File: src/rtl/sipo_frame_ctrl.sv
// Serial-in/parallel-out framer: packs WIDTH serial bits (first bit = MSB) into a word,
// presents it on a valid/ready handshake and flags bits dropped while a word is parked.
module sipo_frame_ctrl #(
  parameter int WIDTH = 4,
  parameter int CNT_W = 3
) (
  input  logic             i_clk,
  input  logic             i_rst,
  input  logic             i_start,
  input  logic             i_din,
  input  logic             i_din_valid,
  input  logic             i_dout_ready,
  output logic [WIDTH-1:0] o_dout,
  output logic             o_dout_valid,
  output logic             o_busy,
  output logic [CNT_W-1:0] o_bit_cnt,
  output logic             o_overrun
);

  typedef enum logic [1:0] {IDLE, SHIFT, HOLD} state_t;

  localparam logic [CNT_W-1:0] LAST_CNT = CNT_W'(WIDTH - 1);

  state_t           r_state, w_state_nxt;
  logic [WIDTH-1:0] r_sreg, w_sreg_nxt;
  logic [WIDTH-1:0] r_dout, w_dout_nxt;
  logic             r_dv, w_dv_nxt;
  logic [CNT_W-1:0] r_cnt, w_cnt_nxt;
  logic             r_ovr, w_ovr_nxt;
  logic             w_xfer;
  logic [WIDTH-1:0] w_shifted;

  assign w_xfer    = r_dv & i_dout_ready;
  assign w_shifted = {r_sreg[WIDTH-2:0], i_din};

  always_ff @(posedge i_clk) begin
    if (i_rst) r_state <= IDLE;
    else       r_state <= w_state_nxt;
  end

  always_comb begin
    w_state_nxt = r_state;
    w_sreg_nxt  = r_sreg;
    w_dout_nxt  = r_dout;
    w_dv_nxt    = r_dv & ~w_xfer;
    w_cnt_nxt   = r_cnt;
    w_ovr_nxt   = r_ovr;
    unique case (r_state)
      IDLE: begin
        if (i_start) begin
          w_state_nxt = SHIFT;
          w_sreg_nxt  = '0;
          w_cnt_nxt   = '0;
          w_ovr_nxt   = 1'b0;
        end
      end
      SHIFT: begin
        if (i_din_valid && r_cnt == LAST_CNT) begin
          // Completing bit wins over a coincident start.
          w_sreg_nxt = w_shifted;
          if (!r_dv || w_xfer) begin
            w_dout_nxt  = w_shifted;
            w_dv_nxt    = 1'b1;
            w_cnt_nxt   = '0;
            w_state_nxt = IDLE;
          end else begin
            w_state_nxt = HOLD;
          end
        end else if (i_start) begin
          w_sreg_nxt = '0;
          w_cnt_nxt  = '0;
        end else if (i_din_valid) begin
          w_sreg_nxt = w_shifted;
          w_cnt_nxt  = r_cnt + CNT_W'(1);
        end
      end
      HOLD: begin
        // bit_cnt stays at WIDTH-1 while the finished word waits in sreg.
        if (i_din_valid) w_ovr_nxt = 1'b1;
        if (w_xfer) begin
          w_dout_nxt  = r_sreg;
          w_dv_nxt    = 1'b1;
          w_cnt_nxt   = '0;
          w_state_nxt = IDLE;
        end
      end
      default: w_state_nxt = IDLE;
    endcase
  end

  always_ff @(posedge i_clk) begin
    if (i_rst) begin
      r_sreg <= '0;
      r_dout <= '0;
      r_dv   <= 1'b0;
      r_cnt  <= '0;
      r_ovr  <= 1'b0;
    end else begin
      r_sreg <= w_sreg_nxt;
      r_dout <= w_dout_nxt;
      r_dv   <= w_dv_nxt;
      r_cnt  <= w_cnt_nxt;
      r_ovr  <= w_ovr_nxt;
    end
  end

  assign o_dout       = r_dout;
  assign o_dout_valid = r_dv;
  assign o_busy       = (r_state != IDLE);
  assign o_bit_cnt    = r_cnt;
  assign o_overrun    = r_ovr;

endmodule

File: config.mk
export PLATFORM = sky130hd
export DESIGN_NAME = sipo_frame_ctrl
export DESIGN_NICKNAME = d
export VERILOG_FILES = /design/src/rtl/sipo_frame_ctrl.sv
export SDC_FILE = /design/constraint.sdc
export NUM_CORES = 1
export LEC_CHECK = 0
export CAP_MARGIN = 20
export CORE_AREA = 2 2 56 58
export CTS_CLUSTER_SIZE = 10
export DETAILED_ROUTE_END_ITERATION = 12
export DIE_AREA = 0 0 58 60
export PLACE_DENSITY = 0.6
export SLEW_MARGIN = 20
export SYNTH_ARGS = -nofsm -noshare
export SYNTH_HDL_FRONTEND = slang
export SYNTH_SLANG_ARGS = --single-unit
export TNS_END_PERCENT = 100
File: constraint.sdc
create_clock -name i_clk -period 2.36 [get_ports i_clk]
set_input_delay 0.354 -clock i_clk [delete_from_list [all_inputs] [get_ports i_clk]]
set_output_delay 0.354 -clock i_clk [all_outputs]
set_load 0.01 [all_outputs]
==> metrics.txt, run 1 <==
Initial DRC Count 12; I/O Buffers 15; skew final 0.00443 ns; critical path type flop to flop; sequential area share after synthesis 34.8%; non-filler instance count after layout 144; Leak 0.394 nW; vias per std cell 5.12; post-layout minimum cycle time 2.04 ns; Post-Syn Instances 94; Core Util, Final 37.0%; clk slew on worst S/H paths 0.09 ns; crit path launch r_state[0]; FP Rows 20; DP HPWL 1.41 mm; Post-CTS Hold Buffers 0; RSZ-0062 raised after global routing no; Cell Int Power 0.415 mW; endpoints failing setup 0; share of post-route cells with drive strength above 1 9.01%; slowest stage delay, CP 0.47 ns; top cells by count, synth dfxtp_1, nor2_1, inv_1, a21oi_1, ha_1; CTS tree done; Global Route Usage Sum 12.0%; Mapped Nets 106; share of Yosys cell area claimed by the top area cell type 34.8%; CTS Buf Count 3; endpoints failing hold 0; nets@finish 124; H-Tree Depth 1; top cells by area, synth dfxtp_1, ha_1, a2111oi_4; clock network power share 25.1%; MaxCap Viol Count 0; RR Startpoint r_state[0]; status completed; Async S/R FF share, synth 0%; Die ar. 0.00348 mm^2; CP Launch Type flop; Routed Antenna Nets 0; hold path startpoint o_dout[2]; Die Wd 58 um; CP bufs+invs 1; clock buffer depth 2; Final TNS setup 0 ns; total grt overflow 0; largest net degree at the start of global routing 10; Detailed Routing Iterations Pass 1 4; Synth cell types 29; post-synthesis register bit count 15; cell count after placement 140; Die Y 60 um; PD cells 560 mW/mm^2; worst path required time 2.54 ns; antenna violations before repair 0; Peak VDD IR 300 uV; Initial Utilization 29.7%; count leader, synth dfxtp_1; CTS Root Cell clkbuf_4; Post-synth EDFFs 0; delay-heaviest family, CP compound AO/OA/AOI/OAI gates; CP Capture Type flop; Pins Over Slew Limit 0; postcts setup bufs 0; io pins 16; CP arrival 2.22 ns; worst-margin pin slew 0.532 ns; Final period util 86.3%; syn_area_per_cell 9.18 um^2; Sw Ratio 31.0%; Seq pwr share 46.2%; # fillers 296; Max-slew headroom 64.5%; Resized cells post-CTS 0; CP Cell Sequence inv_1, ha_1, nor2_1, a22oi_1, a211oi_1, a41o_1; number of diodes 0; Routed WL per cell 12.6 um; f_max 491 MHz; first-pass GRT wire length 3.07 mm; Yosys warning total 0; Crit Path Max Fanout 9; clock sink count 15; sw power 0.186 mW; Comb pwr share 28.7%; Total Wirelength 1.82 mm; CP max stage cell a22oi_1; leading area contributor after synthesis dfxtp_1; Core Area 0.00290 mm^2; DRC 0; area delta synth->final 24.3%; Via Count 737; vias in the first global route 686; post-synthesis cell area 863 um^2; Post-synth top flop dfxtp_1; Worst Hold Class flop to flop; GPL Wtd Cong 0.925; Skew-Pair Late Insertion Delay 0.29 ns
state kept, by name, indices dropped and copies added, names as in the netlist:
name          cells
r_state           2
o_dout            4
o_dout_valid      1
o_bit_cnt         3
r_sreg            4
o_overrun         1
path summary, 6_finish.rpt:
check | endpoint | slack, ns | cells past startpoint
setup reg to reg | o_bit_cnt[2] | 0.32 | 6
hold reg to reg | o_dout[2] | 0.50 | 2
setup / recovery | o_bit_cnt[2] | 0.32 | 6
hold / removal | o_dout[2] | 0.50 | 2
placed cells by master (no fill, tap or decap):
cell type / count
a2111oi_4: 2
a211oi_1: 5
a211oi_2: 1
a21boi_1: 1
a21boi_4: 1
a21oi_1: 6
a22oi_1: 5
a31o_1: 1
a41o_1: 2
and3_1: 1
buf_4: 1
clkbuf_1: 1
clkbuf_4: 3
clkdlybuf4s50_1: 15
dfxtp_1: 15
ha_1: 6
inv_1: 8
inv_2: 1
mux2i_1: 5
nand2_1: 3
nand2b_1: 4
nand3_1: 1
nor2_1: 14
nor2b_1: 2
nor2b_2: 1
nor3_1: 2
nor3b_1: 1
nor4b_1: 1
o22ai_1: 1
or4_1: 1
final cells by class:
class	instances	area (um^2)	share of cell area (%)
clock buffer	4	26.3	2.45
inverter	9	33.8	3.15
multi-input combinational	67	514	47.9
sequential	15	300	28.0
tap	33	41.3	3.85
timing repair buffer	16	158	14.7
kinds of logic after synthesis:
| kind of cell | synth area share [%] |
|---|---|
| and+or+nand+nor | 18.0 |
| AOI/OAI and AO/OA | 27.1 |
| DFF | 34.8 |
| buffers and inverters | 5.65 |
| adders and majority gates | 8.70 |
| muxes | 5.80 |
routing by layer:
metal | GRT usage, % | up-vias | part of all wire (%)
li1 | - | 369 | -
met5 | 0 | - | 0
met3 | 3.46 | 4 | 4.8
met4 | 9.30 | 0 | 2.0
met1 | 13.2 | 351 | 44
met2 | 19.6 | 13 | 49
tightest hold or removal path, stage by stage, from the launching register on:
cell      delay [ns]
dfxtp_1         0.32
nor2_1          0.09
a211oi_1        0.05
power groups by stage:
stage                     logic (mW)  registers, mW  clock network (mW)
after floorplan                0.104          0.288                   0
after global placement         0.169          0.283                   0
after detailed placement       0.172          0.284                   0
after CTS                      0.173          0.278               0.161
after global routing           0.190          0.281               0.168
final                          0.173          0.278               0.151
metrics by stage:
stage,total power [mW],setup slack [ns],hold WS (ns),cell area [um^2]
5_1_grt,0.639,0.0467,0.542,1070
6_report,0.602,0.324,0.502,1070
3_5_place_dp,0.456,0.311,0.490,1050
3_3_place_gp,0.453,0.375,0.482,1050
2_1_floorplan,0.392,0.603,0.463,863
4_1_cts,0.612,0.319,0.503,1070
(Power assumes the default switching activity.)
==> run 2, diff against run 1 <==
RECOVER_POWER = 50   (was unset)
==> run 2 against run 1 <==
Net effect: clock-buffer cell count did not move; non-clock buffer count unchanged; clock power hardly changed; sequential share of layout area up 0.53 points; flip-flop and latch count is the same; fmax shrank 0.23%; critical path depth is the same; setup slack got worse by 0.0047 ns; sequential power barely moved.
==> metrics.txt, run 2 (synthesized netlist as in run 1, its figures left out) <==
endpoints failing setup 0 (unchanged); DP HPWL 1.41 mm (unchanged); Routed Antenna Nets 0 (unchanged); Die Wd 58 um (unchanged); Via Count 741 (was 737); CP Launch Type flop (unchanged); Cell Int Power 0.409 mW (was 0.415 mW); Routed WL per cell 12.6 um (about the same); total grt overflow 0 (unchanged); non-filler instance count after layout 144 (unchanged); Core Area 0.00290 mm^2 (unchanged); Tot Pwr 0.589 mW (was 0.602 mW); Final period util 86.5% (was 86.3%); PD cells 559 mW/mm^2 (was 560 mW/mm^2); largest net degree at the start of global routing 10 (unchanged); cell count after placement 140 (unchanged); nets@finish 124 (unchanged); worst-margin pin slew 0.773 ns (was 0.532 ns); vias per std cell 5.15 (was 5.12); Die Y 60 um (unchanged); Worst Hold Class flop to flop (unchanged); Seq pwr share 47.0% (was 46.2%); io pins 16 (unchanged); number of diodes 0 (unchanged); critical path type flop to flop (unchanged); clock network power share 25.4% (was 25.1%); post-layout minimum cycle time 2.04 ns (about the same); clk slew on worst S/H paths 0.09 ns (about the same); CP Capture Type flop (unchanged); CTS tree done (unchanged); worst path required time 2.54 ns (about the same); Global Route Usage Sum 12.0% (unchanged); dpl cell area 0.00105 mm^2 (unchanged); Min Hold Slack 0.499 ns (was 0.502 ns); clock buffer depth 2 (unchanged); Resized cells post-CTS 0 (unchanged); DRC 0 (unchanged); I/O Buffers 15 (unchanged); Core Util, Final 36.3% (was 37.0%); CP bufs+invs 1 (unchanged); Pins Over Slew Limit 0 (unchanged); most frequent cells in the layout dfxtp_1, nor2_1, dlygate4sd3_1 (was clkdlybuf4s50_1, dfxtp_1, nor2_1); MaxCap Viol Count 0 (unchanged); RSZ-0062 raised after global routing no (unchanged); CTS Buf Count 3 (unchanged); pre-CTS setup slack 0.311 ns (unchanged); endpoints failing hold 0 (unchanged); CP Cell Sequence inv_1, ha_1, nor2_1, a22oi_1, a211oi_1, a41o_1 (unchanged); Crit Path Max Fanout 9 (unchanged); GPL Wtd Cong 0.925 (unchanged); clock sink count 15 (unchanged); CP max stage cell a22oi_1 (unchanged); final instance area 0.00105 mm^2 (was 0.00107 mm^2); Skew-Pair Late Insertion Delay 0.29 ns (about the same); most common cell after layout, fill and taps aside dfxtp_1; Comb pwr share 27.6% (was 28.7%); skew final 0.00582 ns (was 0.00443 ns); delay-heaviest family, CP compound AO/OA/AOI/OAI gates (unchanged); CP arrival 2.22 ns (about the same); postcts setup bufs 0 (unchanged); f_max 490 MHz (was 491 MHz); vias in the first global route 686 (unchanged); Initial Utilization 29.7% (unchanged); Initial DRC Count 12 (unchanged); area delta synth->final 22.0% (was 24.3%); FP Rows 20 (unchanged); first-pass GRT wire length 3.07 mm (unchanged); Detailed Routing Iterations Pass 1 4 (unchanged); slowest stage delay, CP 0.47 ns (about the same); sw power 0.181 mW (was 0.186 mW); share of post-route cells with drive strength above 1 7.21% (was 9.01%); Die ar. 0.00348 mm^2 (unchanged); Sw Ratio 30.6% (was 31.0%); Total Wirelength 1.82 mm (about the same); Max-slew headroom 48.3% (was 64.5%); status completed (unchanged); antenna violations before repair 0 (unchanged); CTS Root Cell clkbuf_4 (unchanged); PnR worst setup slack 0.319 ns (was 0.324 ns); Peak VDD IR 293 uV (was 300 uV); Leak 0.421 nW (was 0.394 nW); Final TNS setup 0 ns (unchanged); H-Tree Depth 1 (unchanged); Post-CTS Hold Buffers 0 (unchanged)
==> run 2: layout make-up <==
| type | count | area (um^2) |
|---|---|---|
| inverter | 9 | 33.8 |
| sequential | 15 | 300 |
| tap | 33 | 41.3 |
| multi-input combinational | 67 | 494 |
| fill | 300 | 1850 |
| timing repair buffer | 16 | 158 |
| clock buffer | 4 | 26.3 |
==> run 2: path summary, 6_finish.rpt <==
kind	start	depth (start not counted)	slack, ns	endpoint
max reg2reg	r_state[0]	6	0.32	o_bit_cnt[2]
min	o_dout[2]	2	0.50	o_dout[2]
max	r_state[0]	6	0.32	o_bit_cnt[2]
min reg2reg	o_dout[2]	2	0.50	o_dout[2]
==> run 2: layer usage <==
metal	GRT usage [%]	share of wire (%)	up-vias
met1	13.2	44	355
met5	0	0	-
met2	19.6	49	15
met4	9.30	2.0	0
met3	3.46	4.9	4
li1	-	-	367
==> run 2: power by group through the flow <==
stage,combinational (mW),sequential [mW],clock (mW)
floorplan,0.104,0.288,0
global placement,0.169,0.283,0
detailed placement,0.172,0.284,0
CTS,0.173,0.278,0.161
global route,0.180,0.280,0.168
finish,0.163,0.277,0.150
==> run 2: worst reg2reg max path, delay by kind of cell (launching register included) <==
family,cells,cell delay [ns]
compound gates,3,0.85
flops,1,0.34
simple gates,1,0.20
fa+ha+maj,1,0.45
buf+inv,1,0.10
